File: src/rtl/stream_check_pkg.sv
// Shared types for the stream check controller.
package stream_check_pkg;

  localparam int unsigned state_nbits = 2;

  typedef enum logic [state_nbits-1:0] {
    IDLE    = 2'd0,
    RUN     = 2'd1,
    DONE    = 2'd2,
    TIMEOUT = 2'd3
  } state_t;

endpackage

File: src/rtl/check_timeout_counter.sv
// Saturating no-progress counter; expired flags the cycle that reaches the limit.
module check_timeout_counter #(
  parameter int unsigned p_period = 10000,
  parameter int unsigned p_width  = 14
) (
  input  logic clk,
  input  logic reset,
  input  logic clear,
  input  logic inc,
  output logic expired
);

  logic [p_width-1:0] count;

  // Look-ahead so the controller can leave RUN on the very edge the limit is hit.
  always_comb begin
    expired = (count == p_width'(p_period)) ||
              (inc && (count == p_width'(p_period - 1)));
  end

  always_ff @(posedge clk or posedge reset) begin
    if (reset) begin
      count <= '0;
    end else if (clear) begin
      count <= '0;
    end else if (inc && (count < p_width'(p_period))) begin
      count <= count + p_width'(1);
    end
  end

endmodule

File: src/rtl/stream_check_ctrl.sv
// Pairs reference and DUT streams, compares each pair, reports pass/fail/timeout verdict.
module stream_check_ctrl
  import stream_check_pkg::*;
#(
  parameter int unsigned p_chk_nbits      = 8,
  parameter int unsigned p_cnt_nbits      = 16,
  parameter int unsigned p_timeout_period = 10000
) (
  input  logic                   clk,
  input  logic                   reset,
  input  logic                   start,
  input  logic [p_cnt_nbits-1:0] num_checks,
  input  logic                   ref_val,
  output logic                   ref_rdy,
  input  logic [p_chk_nbits-1:0] ref_msg,
  input  logic                   dut_val,
  output logic                   dut_rdy,
  input  logic [p_chk_nbits-1:0] dut_msg,
  output logic                   done,
  output logic                   pass,
  output logic                   timeout,
  output logic [p_cnt_nbits-1:0] num_passed,
  output logic [p_cnt_nbits-1:0] num_failed,
  output logic [p_cnt_nbits-1:0] fail_idx,
  output logic [p_chk_nbits-1:0] fail_ref,
  output logic [p_chk_nbits-1:0] fail_dut
);

  localparam int unsigned tmo_nbits = $clog2(p_timeout_period + 1);

  state_t                 state, state_nxt;
  logic [p_cnt_nbits-1:0] n_checks, n_checks_nxt;
  logic [p_cnt_nbits-1:0] idx, idx_nxt;
  logic [p_cnt_nbits-1:0] passed_nxt, failed_nxt, fail_idx_nxt;
  logic [p_chk_nbits-1:0] fail_ref_nxt, fail_dut_nxt;
  logic                   done_nxt, pass_nxt, timeout_nxt;
  logic                   in_run, fire, start_ok, match, expired;

  // Each side's ready follows the other side's valid so both streams move together.
  always_comb begin
    in_run   = (state == RUN);
    ref_rdy  = in_run & dut_val;
    dut_rdy  = in_run & ref_val;
    fire     = in_run & ref_val & dut_val;
    start_ok = start & ~in_run;
    match    = (dut_msg === ref_msg);
  end

  check_timeout_counter #(
    .p_period (p_timeout_period),
    .p_width  (tmo_nbits)
  ) u_timeout (
    .clk     (clk),
    .reset   (reset),
    .clear   (fire | start_ok),
    .inc     (in_run & ~fire),
    .expired (expired)
  );

  always_comb begin
    state_nxt    = state;
    n_checks_nxt = n_checks;
    idx_nxt      = idx;
    passed_nxt   = num_passed;
    failed_nxt   = num_failed;
    fail_idx_nxt = fail_idx;
    fail_ref_nxt = fail_ref;
    fail_dut_nxt = fail_dut;
    done_nxt     = done;
    pass_nxt     = pass;
    timeout_nxt  = timeout;

    unique case (state)
      IDLE, DONE, TIMEOUT: begin
        if (start) begin
          n_checks_nxt = num_checks;
          idx_nxt      = '0;
          passed_nxt   = '0;
          failed_nxt   = '0;
          fail_idx_nxt = '0;
          fail_ref_nxt = '0;
          fail_dut_nxt = '0;
          done_nxt     = 1'b0;
          pass_nxt     = 1'b0;
          timeout_nxt  = 1'b0;
          if (num_checks == '0) begin
            state_nxt = DONE;
            done_nxt  = 1'b1;
            pass_nxt  = 1'b1;
          end else begin
            state_nxt = RUN;
          end
        end
      end
      RUN: begin
        if (fire) begin
          idx_nxt = idx + p_cnt_nbits'(1);
          if (match) begin
            passed_nxt = num_passed + p_cnt_nbits'(1);
          end else begin
            failed_nxt = num_failed + p_cnt_nbits'(1);
            if (num_failed == '0) begin
              fail_idx_nxt = idx;
              fail_ref_nxt = ref_msg;
              fail_dut_nxt = dut_msg;
            end
          end
          if (idx_nxt == n_checks) begin
            state_nxt = DONE;
            done_nxt  = 1'b1;
            pass_nxt  = (failed_nxt == '0);
          end
        end else if (expired) begin
          state_nxt   = TIMEOUT;
          done_nxt    = 1'b1;
          timeout_nxt = 1'b1;
          pass_nxt    = 1'b0;
        end
      end
      default: state_nxt = IDLE;
    endcase
  end

  always_ff @(posedge clk or posedge reset) begin
    if (reset) begin
      state      <= IDLE;
      n_checks   <= '0;
      idx        <= '0;
      num_passed <= '0;
      num_failed <= '0;
      fail_idx   <= '0;
      fail_ref   <= '0;
      fail_dut   <= '0;
      done       <= 1'b0;
      pass       <= 1'b0;
      timeout    <= 1'b0;
    end else begin
      state      <= state_nxt;
      n_checks   <= n_checks_nxt;
      idx        <= idx_nxt;
      num_passed <= passed_nxt;
      num_failed <= failed_nxt;
      fail_idx   <= fail_idx_nxt;
      fail_ref   <= fail_ref_nxt;
      fail_dut   <= fail_dut_nxt;
      done       <= done_nxt;
      pass       <= pass_nxt;
      timeout    <= timeout_nxt;
    end
  end

endmodule

File: config.mk
export PLATFORM = sky130hd
export DESIGN_NAME = stream_check_ctrl
export DESIGN_NICKNAME = d
export VERILOG_FILES = /design/src/rtl/stream_check_pkg.sv /design/src/rtl/check_timeout_counter.sv /design/src/rtl/stream_check_ctrl.sv
export SDC_FILE = /design/constraint.sdc
export NUM_CORES = 1
export LEC_CHECK = 0
export CAP_MARGIN = 40
export CORE_AREA = 4 4 130 132
export CTS_CLUSTER_DIAMETER = 30
export DETAILED_ROUTE_END_ITERATION = 10
export DIE_AREA = 0 0 134 136
export PLACE_DENSITY = 0.68
export SYNTH_ARGS = -nofsm -noshare
export SYNTH_HDL_FRONTEND = slang
export SYNTH_SLANG_ARGS = --single-unit
File: constraint.sdc
create_clock -name clk -period 4.4 [get_ports clk]
set_input_delay 1.32 -clock clk [delete_from_list [all_inputs] [get_ports clk]]
set_output_delay 1.32 -clock clk [all_outputs]
set_load 0.03 [all_outputs]
==> impl_summary.log <==
INFO  metric crit_type = in2out
INFO  metric setup-tns-final = 0 ns
INFO  metric reg2reg_from = idx[0]
INFO  metric post_synth_most_frequent_cells = nand2_1 (164), dfrtp_1 (114), o21ai_0 (93)
INFO  metric fin_total_pwr = approximately 4200 uW
INFO  metric irDropWorstVdd = 0.295 mV
INFO  metric postLayoutCellArea = ~8000 sq um
INFO  metric vias = around 5400
INFO  metric cp_max_fo = 3
INFO  metric worst_hold_path_type = reg2reg
INFO  metric crit_path_start_kind = primary input
INFO  metric dominantRegCellSynth = dfrtp_1
INFO  metric leakage = 0.00335 uW
INFO  metric number_of_diodes_added_for_antenna_fixing = 0
INFO  metric timing.clock.skew = between 0.004 and 0.005 ns
INFO  metric post_dp_cell_area = 7440 sq um
INFO  metric die_outline_area = 18200 sq um
INFO  metric io_buffer_count = 105
INFO  metric ys_async_sr_fraction = 100%
INFO  metric design.final.nets = roughly 850
INFO  metric cts-hold-fix-buffers = 0
INFO  metric ys_types = 62
INFO  metric core_area = approximately 16000 sq um
INFO  metric cp.arrival = approximately 2.6 ns
INFO  metric num_cts_buffers = 17
INFO  metric timing.reg2reg.setup_slack = 1.59 ns
INFO  metric avgSynthCellArea = 8.60 sq um
INFO  metric wl = about 16000 um
INFO  metric post-cts-setup-buffers = 0
INFO  metric wire_length_of_the_first_global_routing_pass = 26300 um
INFO  metric synth_warnings = 0
INFO  metric worst_setup_path_end_kind = output pin
INFO  metric io-pin-count = 106
INFO  metric tritoncts = done
INFO  metric p_per_area = between 500 and 600 nW/um^2
INFO  metric global_route.overflow_total = 0
INFO  metric synth_edf_count = 0
INFO  metric detail_route.wl_per_cell = 15.3 um
INFO  metric post_synthesis_sequential_area_ratio = a little under half
INFO  metric drt_drc_violations_left = 0
INFO  metric outcome = completed
INFO  metric first_pass_iters = 4
INFO  metric clock_tree.root_cell = clkbuf_16
INFO  metric maxSlewViolCount = 0
INFO  metric number_of_global_route_vias_before_repair = 5115
INFO  metric drt-vias-per-instance = 5.19
INFO  metric die_w = 134 um
INFO  metric timing_limited_maximum_frequency = 253 MHz
INFO  metric detailedPlacementHpwl = 11300 um
INFO  metric synth_largest_type_area_fraction = 46.2%
INFO  metric timing.max_slew.rel_slack = 45.6%
INFO  metric synth_most_common_cell = nand2_1
INFO  metric whs_endpoint = fail_ref[1]
INFO  metric rr_worst_depth = 8
INFO  metric report.final.setup_viol = 0
INFO  metric ant_nets = 0
INFO  metric rows = 46
INFO  metric cells_taking_the_most_area_after_synthesis = dfrtp_1 (46%), nand2_1 (10%), o21ai_0 (7.5%), xnor2_1 (5.4%), nor2_1 (2.5%)
INFO  metric detailed_route_iter0_violations = 389
INFO  metric globalplace.congestion = 0.846
INFO  metric max-clock-path-buffers = 2
INFO  metric rsz0062_at_grt = no
INFO  metric rr_endpoint = pass
INFO  metric syn_area = about 6000 sq um
INFO  metric final.period_utilization = 89.7%
INFO  metric min-delay-start = fail_ref[1]
INFO  metric grtUsageTotal = between 10% and 20%
INFO  metric die_height = 136 um
INFO  metric post-synth-top-area-cell = dfrtp_1
INFO  metric drv_cap = 0
INFO  metric hold_depth = 2
INFO  metric start_util = about 39%
INFO  metric synth.net_count = 761
INFO  metric syn2layout_area_growth = 31.0%
INFO  metric min_period = slightly below 4 ns
INFO  metric post_cts_resize_count = 0
INFO  metric worstSkewPairLatency = 0.41 ns
INFO  metric post_route_cells_drive_above_1_share = 7.78%
INFO  metric timing.final.ws_setup = 0.454 ns
INFO  metric worstMarginPinSlew = approximately 0.8 ns
INFO  metric grt_antenna_before_repair = 0
INFO  metric pin_count_of_the_biggest_net_entering_global_routing = 65
INFO  metric dpl_worst_slack = between 0.4 and 0.5 ns
INFO  metric clkSinkCount = 114
INFO  metric clk_transition_reported_paths = 0.05 ns
INFO  metric hold_viol_final = 0
INFO  metric post_synth_inst_count = 718
INFO  metric final.hold.worst_slack = roughly 0.47 ns
INFO  metric synth.ff_latch_count = 114
INFO  metric htree_num_levels = 4
INFO  metric crit_required = 3.08 ns
## worst max path at each step
stage,depth (start not counted),endpoint,slack [ns],start
finish,3,ref_rdy,0.45,dut_val
global route,3,ref_rdy,0.42,dut_val
CTS,3,dut_rdy,0.45,ref_val
detailed placement,3,dut_rdy,0.45,ref_val
global placement,3,ref_rdy,0.47,dut_val
floorplan,1,fail_dut[0],0.06,reset
## stage by stage
step / std cells / util [%]
2_1_floorplan: 718 / -
3_3_place_gp: 1006 / 47.3
3_5_place_dp: 1007 / 47.3
4_1_cts: 1039 / 51.5
5_1_grt: 1039 / 51.5
6_report: 1039 / 51.5
## cells in the final DEF, fill, tap and decap left out, drive strengths merged, types with 5 or more instances in the layout
cell,netlist,final
a21oi,25,25
and2,13,13
and3,17,17
and4,6,6
buf,12,12
clkbuf,32,23
clkdlybuf4s50,0,105
dfrtp,114,114
ha,6,6
inv,11,11
nand2,164,164
nand3,22,22
nand4,15,15
nor2,41,41
nor3,13,13
nor4,12,12
o2111ai,6,6
o21ai,95,95
o31ai,10,10
or3,5,5
xnor2,38,38
xor2,16,16
## state kept, by name, indices dropped and copies added, names as in the netlist
signal / flops
num_failed: 16
num_passed: 16
timeout: 1
idx: 16
fail_dut: 8
state: 2
n_checks: 16
fail_ref: 8
u_timeout.count: 14
pass: 1
fail_idx: 16
## critical path, cell delays in order
cell	delay (ns)
clkdlybuf4s50_1	0.51
and2_1	0.13
clkdlybuf4s50_1	0.66
## layer usage
metal  share of wire, %  routed length (um)  track usage (%)  up-vias
li1                   -                   -                -     2691
met1                 46                7330             24.1     2540
met2                 47                7520             29.0      142
met3                5.1                 817             4.18       19
met4                1.5                 235             6.40        0
met5                  0                   0                0        -
## area by class of cell
| cell class | instances | area [sq um] |
|---|---|---|
| clock buffer | 23 | 498 |
| clock inverter | 9 | 150 |
| fill | 1466 | 7620 |
| inverter | 11 | 43.8 |
| multi-input combinational | 549 | 3110 |
| sequential | 114 | 2850 |
| tap | 216 | 270 |
| timing repair buffer | 117 | 1170 |
## cells by family (layout without fill, tap and decap cells)
| kind of cell | Yosys count | after routing | share of synthesized area [%] |
|---|---|---|---|
| AO/OA/AOI/OAI | 163 | 163 | 15.5 |
| XOR/XNOR | 54 | 54 | 7.66 |
| adder cells (fa/ha/maj) | 6 | 6 | 1.22 |
| buffers and inverters | 55 | 160 | 3.67 |
| flip-flops | 114 | 114 | 46.2 |
| multiplexers | 6 | 6 | 1.03 |
| AND/OR/NAND/NOR | 320 | 320 | 24.7 |
## report_power, final
part / total [uW] / switching [uW] / internal, uW
sequential: 1380 / 149 / 1230
combinational: 1360 / 845 / 512
clock: 1500 / 477 / 1020
total: 4240 / 1470 / 2770
Power figures use the tool's default switching activity.
==> variant, RTL diff (same flow settings) <==
Reset style: synchronous (`reset`), changed in 2 clocked blocks.
--- a/src/rtl/check_timeout_counter.sv
+++ b/src/rtl/check_timeout_counter.sv
@@ -18,7 +18,7 @@
               (inc && (count == p_width'(p_period - 1)));
   end
 
-  always_ff @(posedge clk or posedge reset) begin
+  always_ff @(posedge clk) begin
     if (reset) begin
       count <= '0;
     end else if (clear) begin
--- a/src/rtl/stream_check_ctrl.sv
+++ b/src/rtl/stream_check_ctrl.sv
@@ -121,7 +121,7 @@
     endcase
   end
 
-  always_ff @(posedge clk or posedge reset) begin
+  always_ff @(posedge clk) begin
     if (reset) begin
       state      <= IDLE;
       n_checks   <= '0;
Formal check against the unedited RTL: differs if reset is asserted again (counterexample within 4 cycles, from zero or initial values and one cycle with reset high); with reset held inactive, the same outputs for 4 cycles.
==> variant against the original RTL <==
Synthesized cell count up 5.7%. Routed wire length down 0.53%. Cell count up 3.0%. Sequential cell count unchanged. Synthesized area down 4.4%. Count of clock-buffer cells in the layout up 3. First-iteration DRC count up 18%. Setup slack better by 0.020 ns. Design area down 6.3%. Largest cell class unchanged.
Power is not compared: it rests on default switching activity, and its combinational part moved more than twofold at a synthesized area within 25%.
==> variant: results (changes against the original RTL) <==
[detailed_routing]
wl_met3_microns = 692  ; -15%
wl_met2_microns = 7540  ; +0.23%
vias = 5624  ; +4.3%
initialDrtViolationCount = 460  ; +18%
drt_pass1_iterations = 5  ; +1

[global_route]
grtUsageMet1_pct = 22.9  ; -1.2 points
grt_pass1_wl_microns = 26000  ; -0.89%
grt_pass1_vias = 5256  ; +2.8%
met3_usage_pct = 3.66  ; -0.52 points
grt_use_met2_pct = 28.9  ; -0.17 points
grt_remaining_overflow = 0  ; unchanged
grt_util_all_layers_pct = 17.6  ; -0.49 points

[placement]
numPlacedInstances = 1039  ; +3.2%
routabilityCongestion = 0.902  ; +6.6%

[synth]
syn_nets = 802  ; +5.4%
synthTopCellsByCount = 114 x dfxtp_1, 114 x nand2_1, 86 x a21oi_1
avgSynthCellArea_sq_um = 7.78  ; -9.5%
synthArstFlopShare_pct = 0  ; -100 points
synth_cell_types = 57  ; -8.1%

[layout]
fill_cells = 1558  ; +6.3%
layout-drive-gt1-share_pct = 6.56  ; -1.2 points
fin_nets = 885  ; +3.8%
finalNonFillerCells = 1070  ; +3.0%

[worst_setup_path]
startpoint = ref_val
regToRegStartpoint = idx[0]
arrival_ns = 2.61  ; -0.02 ns

[hold_path]
worstHoldStart = fail_idx[1]

[sta]
worst_pin_slew_ns = 0.805  ; -0.0119 ns
final.setup_skew_ns = 0.00723  ; +0.00251 ns

[outcome]
outcome = finished clean

==> variant: cell types whose count changed after synthesis, moves of 6 or more <==
cell / delta
dfrtp_1: -114
dfxtp_1: +114
o21ai_0: -65
a21oi_1: +62
nand2_1: -50
nand3_1: +35
nor2_1: +29
nor3_1: +15
nand4_1: -9
and3_1: -8
or3_1: +8
o31ai_1: -7
xor2_1: +6
==> variant: through the flow <==
step	utilization (%)	cell area [sq um]	total power, mW
3_5_place_dp	44.9	7050	1.30
3_3_place_gp	44.8	7040	1.30
2_1_floorplan	-	5900	1.21
5_1_grt	48.2	7580	2.58
6_report	48.2	7580	2.49
4_1_cts	48.2	7580	2.52
==> variant: final cells by class <==
type | count | area [sq um] | area share (%)
sequential | 114 | 2280 | 30.1
clock inverter | 5 | 27.5 | 0.363
multi-input combinational | 581 | 3330 | 43.9
timing repair buffer | 116 | 1130 | 14.9
inverter | 12 | 45.0 | 0.594
tap | 216 | 270 | 3.57
clock buffer | 26 | 499 | 6.59
==> variant: where the power goes <==
group / leakage (nW) / switching [mW] / internal (mW)
Combinational: 1.34 / 0.128 / 0.0836
Clock: 0.260 / 0.442 / 0.770
Sequential: 0.922 / 0.0147 / 1.05
Total: 2.53 / 0.584 / 1.90
==> variant: final timing paths <==
check / to / slack, ns / cells past startpoint
worst max-delay path: dut_rdy / 0.47 / 3
worst min-delay path: fail_idx[1] / 0.46 / 2
worst max register to register: state[1] / 1.67 / 8
worst min register to register: fail_idx[1] / 0.46 / 2
==> variant: cell families after synthesis <==
| logic type | synth area share (%) |
|---|---|
| XOR/XNOR | 8.16 |
| multiplexers | 0.848 |
| buffers and inverters | 5.13 |
| flip-flops | 38.7 |
| AO/OA/AOI/OAI | 16.6 |
| adder cells (fa/ha/maj) | 1.27 |
| AND/OR/NAND/NOR | 29.4 |
